<file path="src/rtl/nios_key_sw_capture.sv">
// Avalon-MM input PIO for the Nios II: synchronises and debounces KEY/SW pins,
// captures key presses in a W1C register and drives a maskable level IRQ.
`timescale 1ns/1ps

module nios_key_sw_capture #(
    parameter int N_KEYS          = 4,
    parameter int N_SW            = 10,
    parameter int DEBOUNCE_CYCLES = 1000000
) (
    input  logic              clk,
    input  logic              reset_n,
    input  logic [N_KEYS-1:0] key_in,
    input  logic [N_SW-1:0]   sw_in,
    input  logic [1:0]        avs_address,
    input  logic              avs_read,
    input  logic              avs_write,
    input  logic [31:0]       avs_writedata,
    output logic [31:0]       avs_readdata,
    output logic              irq
);

    localparam int N_IN  = N_KEYS + N_SW;
    localparam int CNT_W = $clog2(DEBOUNCE_CYCLES);
    localparam logic [CNT_W-1:0] CNT_MAX = CNT_W'(DEBOUNCE_CYCLES - 1);
    // Keys are active-low, so their idle level is 1; switches idle at 0.
    localparam logic [N_IN-1:0] IDLE = {{N_SW{1'b0}}, {N_KEYS{1'b1}}};

    logic [N_IN-1:0]   r_sync1;
    logic [N_IN-1:0]   r_sync2;
    logic [N_IN-1:0]   r_stable;
    logic [CNT_W-1:0]  r_cnt [N_IN];
    logic [N_KEYS-1:0] r_key_prev;
    logic [N_KEYS-1:0] r_edge;
    logic [N_KEYS-1:0] r_mask;

    logic [N_IN-1:0]   w_pins;
    logic [N_KEYS-1:0] w_key_stable;
    logic [N_SW-1:0]   w_sw_stable;
    logic [N_KEYS-1:0] w_press;
    logic [N_KEYS-1:0] w_clr;
    logic [31:0]       w_rd_mux;
    logic              w_unused_wdata;

    assign w_pins       = {sw_in, key_in};
    assign w_key_stable = r_stable[N_KEYS-1:0];
    assign w_sw_stable  = r_stable[N_IN-1:N_KEYS];
    assign w_press      = r_key_prev & ~w_key_stable;
    assign w_clr        = (avs_write && avs_address == 2'd2) ? avs_writedata[N_KEYS-1:0] : '0;
    assign w_unused_wdata = ^avs_writedata[31:N_KEYS];

    // Synchroniser and per-bit debounce: a new level must persist for
    // DEBOUNCE_CYCLES consecutive samples; any return resets the count.
    always_ff @(posedge clk or negedge reset_n) begin
        if (!reset_n) begin
            r_sync1  <= IDLE;
            r_sync2  <= IDLE;
            r_stable <= IDLE;
            for (int i = 0; i < N_IN; i++) begin
                r_cnt[i] <= '0;
            end
        end else begin
            r_sync1 <= w_pins;
            r_sync2 <= r_sync1;
            for (int i = 0; i < N_IN; i++) begin
                if (r_sync2[i] == r_stable[i]) begin
                    r_cnt[i] <= '0;
                end else if (r_cnt[i] == CNT_MAX) begin
                    r_stable[i] <= r_sync2[i];
                    r_cnt[i]    <= '0;
                end else begin
                    r_cnt[i] <= r_cnt[i] + CNT_W'(1);
                end
            end
        end
    end

    always_comb begin
        w_rd_mux = '0;
        case (avs_address)
            2'd0:    w_rd_mux[N_KEYS-1:0] = ~w_key_stable;
            2'd1:    w_rd_mux[N_SW-1:0]   = w_sw_stable;
            2'd2:    w_rd_mux[N_KEYS-1:0] = r_edge;
            default: w_rd_mux[N_KEYS-1:0] = r_mask;
        endcase
    end

    // Press capture (set beats a same-cycle clear), mask, read port and IRQ.
    always_ff @(posedge clk or negedge reset_n) begin
        if (!reset_n) begin
            r_key_prev   <= '1;
            r_edge       <= '0;
            r_mask       <= '0;
            avs_readdata <= '0;
            irq          <= 1'b0;
        end else begin
            r_key_prev <= w_key_stable;
            r_edge     <= (r_edge & ~w_clr) | w_press;
            if (avs_write && avs_address == 2'd3) begin
                r_mask <= avs_writedata[N_KEYS-1:0];
            end
            if (avs_read) begin
                avs_readdata <= w_rd_mux;
            end
            irq <= |(r_edge & r_mask);
        end
    end

endmodule
</file>
<file path="config.mk">
export PLATFORM = sky130hd
export DESIGN_NAME = nios_key_sw_capture
export DESIGN_NICKNAME = d
export VERILOG_FILES = /design/src/rtl/nios_key_sw_capture.sv
export SDC_FILE = /design/constraint.sdc
export NUM_CORES = 1
export LEC_CHECK = 0
export ABC_CLOCK_PERIOD_IN_PS = 2800
export CAP_MARGIN = 20
export CORE_MARGIN = 10
export CORE_UTILIZATION = 50
export DETAILED_ROUTE_END_ITERATION = 6
export DONT_BUFFER_PORTS = 1
export HOLD_SLACK_MARGIN = 0.06
export PLACE_DENSITY_LB_ADDON = 0.3
export SYNTH_ARGS = -nofsm -noshare
export SYNTH_HDL_FRONTEND = slang
export SYNTH_SLANG_ARGS = --single-unit
</file>
<file path="constraint.sdc">
create_clock -name clk -period 2.8 [get_ports clk]
set_clock_uncertainty 0.1 [all_clocks]
set_input_delay 0.28 -clock clk [delete_from_list [all_inputs] [get_ports clk]]
set_output_delay 0.28 -clock clk [all_outputs]
set_load 0.02 [all_outputs]
</file>
Word-level counts from Yosys, hierarchy flattened
Index checks and enable logic that the tools add are counted.
{"block": "classes", "addsub": 14, "n_shift": 0, "n_lt_le_gt_ge": 0, "n_bitwise": 20, "n_eq_ne": 31, "reduce_logical": 18, "div": 0, "mux": 31, "multipliers": 0}
{"cell": "2-to-1 mux 20 bit", "n": 28}
{"cell": "adder 20 x 1 -> 20 bit (second input constant)", "n": 14}
{"cell": "equality test 20 bit (second input constant)", "n": 14}
{"cell": "AND reduction 2 bit", "n": 14}
{"cell": "equality test 1 bit", "n": 14}
{"cell": "inverter 1 bit", "n": 14}
{"cell": "AND 4 bit", "n": 3}
{"cell": "one-hot mux 4 bit (3 select lines)", "n": 1}
{"cell": "inverter 4 bit", "n": 2}
{"cell": "2-to-1 mux 6 bit", "n": 1}
{"cell": "equality test 2 bit (second input constant)", "n": 2}
{"cell": "2-to-1 mux 4 bit", "n": 1}
{"cell": "bitwise OR 4 bit", "n": 1}
{"cell": "OR reduction 4 bit", "n": 1}
{"cell": "equality test 2 x 1 -> 1 bit (second input constant)", "n": 1}
{"cell": "logical AND 1 bit", "n": 2}
{"cell": "logical NOT 2 bit", "n": 1}
{"block": "totals", "latchBits": 0, "out_inout_bits": 33, "mem_bits_ro": 0, "in_bits": 52, "ramBits": 0, "reg_bits": 345, "memories": 0}

Logic depth before layout (Yosys ltp)
{"block": "logic_depth", "ltp_word": 6, "depth_mapped": 6}

Least setup slack after synthesis
OpenSTA, ideal clock, no wires.
{"block": "synth_timing", "path_type": "flip-flop to flip-flop", "startpoint": "reg r_cnt[140] in the netlist's numbering", "endpoint": "reg r_cnt[158] in the netlist's numbering", "setup_time_ns": 0.073, "path_slack_ns": 0.721, "required_ns": 2.627, "arrival_ns": 1.906, "stages_incl_launch_ff": 7, "path_cell_list": "dfrtp_1 -> ha_1 -> nand2_1 -> or4_1 -> buf_2 -> or4_4 -> a21oi_2"}
{"block": "synth_via", "elab_chain_cells": 3, "elab_cells_between_ends": 4}
{"element": "start: declaration", "line": "31", "rtl": "logic [CNT_W-1:0] r_cnt [N_IN];"}
{"element": "start signal: indexed assignment", "line": "71", "rtl": "r_cnt[i] <= r_cnt[i] + CNT_W'(1);"}
{"element": "adder 20 x 1 -> 20 bit or equality test 20 bit (tied branches)", "line": "71, 67"}
{"element": "2-to-1 mux 20 bit *", "line": "67", "rtl": "end else if (r_cnt[i] == CNT_MAX) begin"}
{"element": "2-to-1 mux 20 bit *", "line": "65", "rtl": "if (r_sync2[i] == r_stable[i]) begin"}
Every way passes the cells marked *; elsewhere a longest branch is shown, timed or not.
A chain may end at the register's enable or synchronous reset.

Final worst setup path
Same ends and word-level chain as after synthesis.

==> flow_summary.yaml <==
run_status:
  status: "complete, but fails checks"
  violations: "hold timing"
detailed_routing:
  routed_wl_um: 31200
  dr.pass1.iters: 5
  wl_per_cell_um: 14.3
  vias: 11900
  first_iter_violations: 763
  drt-met1-wl_um: 14700
  highest_layer: "met5"
  vias_per_cell: 5.49
  drc: 0
  wl_met2_um: 15000
  ant_nets: 0
  wl_met3_um: 993
power_and_ir_drop:
  pwr-share-comb_pct: 2.8
  cellLeakagePower_nw: 7.47
  p_sw_mw: 2.26
  p_int_mw: 8.49
  pwr-share-clk_pct: 48.9
  p_per_area_nw_per_um2: 578
  sw_frac_of_total_pct: 21.0
  seqPwrFrac_pct: 48.3
  total_power_mw: 10.7
  ir_worst_vdd_mv: 0.677
place:
  place_inst: 2079
  io_buffers: 0
  place_hpwl_um: 20500
  place_congestion: 0.813
die:
  initial_core_util_pct: 50.7
  core_um2: 32600
  num_io_pins: 85
  die_x_um: 202
  die_h_um: 202
  die_area_um2: 40800
  rows: 66
global_routing:
  grt_max_degree: 346
  grt_overflow: 0
  grt_antenna_before_repair: 2
  grt_pass1_wl_um: 54700
  track_usage_pct: 15.3
  grt_pass1_vias: 11700
worst_hold_path:
  hp-class: "input port to async pin"
clocking:
  cts_tree: "built"
  cts_setup_buffers: 0
  clk_latency_ns: 0.52
  clk_pin_slew_ns: 0.06
  htreeDepth: 2
  cts_resized: 0
  cts.path.max_buffers: 3
  clock-root-buffer: "clkbuf_16"
  ctsHoldBuffers: 24
  cts_num_sinks: 345
  cts_made_buffers: 39
finish:
  multi_input_area_um2: 7400
  fillers: 2776
  synthToLayoutAreaGrowth_pct: 12.3
  drive_gt1_share_pct: 8.95
  mostFrequentLayoutCells: "dfrtp_1, nor2_1, nand3_1"
  fin_nets: 1768
  final-seq-area_um2: 8650
  layout_commonest_cell: "dfrtp_1"
  instances_no_fill: 2174
synthesis:
  syn_area_um2: 16500
  ys_async_sr_fraction_pct: 100
  ys_warn_count: 0
  synthSimpleGateAreaFrac_pct: 24.4
  ys_seq_area_share_pct: 52.3
  synth_xor_area_share_pct: 9.37
  synth_compound_area_share_pct: 7.32
  synth_fa_ha_area_share_pct: 1.06
  ys_seq_elements: 345
  synth_top_family_by_area: "simple AND/OR/NAND/NOR gates"
  synth_cells: 1662
  synth_ff_type: "dfrtp_1"
  syn_area_per_cell_um2: 9.95
  synth_cell_types: 56
  synth_mux_area_share_pct: 1.89
  synth-edff-count: 0
timing:
  worst_slew_pin_slew_ns: 0.741
  fmax_ghz: 0.444
  post-route-period-util_pct: 80.4
  setup_viol: 0
  timing_hold_violations_final: 345
  rsz0062_at_grt: "no"
  period_needed_ns: 2.25
  slew_viol_final: 0
  hold_slack_ns: -0.616
  setup_tns_ns: 0
  relSlewSlack_pct: 50.4
critical_path:
  end_kind: "flop"
  startpoint_type: "flop"
  crit_type: "flop to flop"
  slowest_stage: "or4_1"
  critPathArrivalTime_ns: 2.60
  path_buf_inv: 0
  cp_cell_sequence: "ha_1 > nand2_1 > or4_1 > or4_4 > a21oi_2"
  required_ns: 3.15
  critPathMaxFanout: 8
  path_delay_family: "simple AND/OR/NAND/NOR gates"
  cpPeakStageDelay_ns: 0.64
run:
  cap_violations: 0
==> per-stage QoR <==
stage	util [%]	hold WS, ns	instance area (um^2)	setup slack [ns]
2_1_floorplan	-	-0.116	16600	0.721
3_3_place_gp	52.1	-0.0813	17000	0.612
3_5_place_dp	52.1	-0.0813	17000	0.555
4_1_cts	57.0	-0.630	18600	0.554
5_1_grt	57.0	-0.635	18600	0.416
6_report	57.0	-0.616	18600	0.548
==> final cells by class <==
class | count | share of cell area, %
clock buffer | 57 | 6.11
timing repair buffer | 43 | 2.06
inverter | 67 | 1.35
multi-input combinational | 1206 | 39.8
antenna | 1 | 0.0135
tap | 442 | 2.98
sequential | 345 | 46.6
clock inverter | 13 | 1.06
==> kinds of logic (layout without fill, tap and decap cells) <==
family | Yosys count | count (layout)
DFF | 345 | 345
AOI/OAI and AO/OA | 208 | 208
xor gates and xnor gates | 177 | 177
and+or+nand+nor | 761 | 761
buffers and inverters | 132 | 180
muxes | 24 | 24
adders and majority gates | 14 | 14
other | 1 | 23
==> Yosys cell counts, drive strengths merged (10+ instances only) <==
library cell	count	area share [%]
clkbuf	30	0.68
dfstp	16	2.5
xor2	79	4.2
o21ai	72	2.2
and3	36	1.4
or3	47	1.8
or4	38	1.8
and2	10	0.38
and4	12	0.64
inv	67	1.5
nor2	210	4.8
nand4	66	2.6
mux2	18	1.2
nor4b	12	0.64
a21oi	89	2.7
o31ai	32	1.6
xnor2	98	5.2
nand3	109	3.5
nor3	40	1.2
dfrtp	329	50
buf	35	1.4
nor4	43	1.6
ha	14	1.1
nand2	96	2.2
==> power by group through the flow <==
stage | Sequential (mW) | Clock [mW] | Combinational, mW
2_1_floorplan | 5.25 | 0 | 0.234
3_3_place_gp | 5.28 | 0 | 0.256
3_5_place_dp | 5.28 | 0 | 0.262
4_1_cts | 5.20 | 5.38 | 0.305
5_1_grt | 5.21 | 5.57 | 0.342
6_report | 5.19 | 5.25 | 0.302
==> registers in the layout, summed over array words and instances, names as in the netlist <==
signal / flops
avs_readdata: 10
r_key_prev: 4
r_sync2: 14
r_sync1: 14
irq: 1
r_mask: 4
r_stable: 14
r_cnt: 280
r_edge: 4
==> path summary, 6_finish.rpt <==
| check | start | to | slack (ns) | depth (start not counted) |
|---|---|---|---|---|
| worst max-delay path | r_cnt[140] | r_cnt[158] | 0.55 | 5 |
| worst min-delay path | reset_n | r_cnt[196] | -0.62 | 0 |
| worst max register to register | r_cnt[140] | r_cnt[158] | 0.55 | 5 |
| worst min register to register | r_sync1[7] | r_sync2[7] | 0.25 | 0 |
| max in group asynchronous | reset_n | r_cnt[163] | 2.69 | 0 |
| min in group clk | avs_address[0] | avs_readdata[6] | 0.09 | 2 |
==> metal layers <==
metal | global-route usage [%] | vias up
li1 | - | 5933
met5 | 0 | -
met1 | 20.2 | 5827
met4 | 4.13 | 2
met2 | 25.6 | 132
met3 | 2.53 | 38
(Power assumes the default switching activity.)
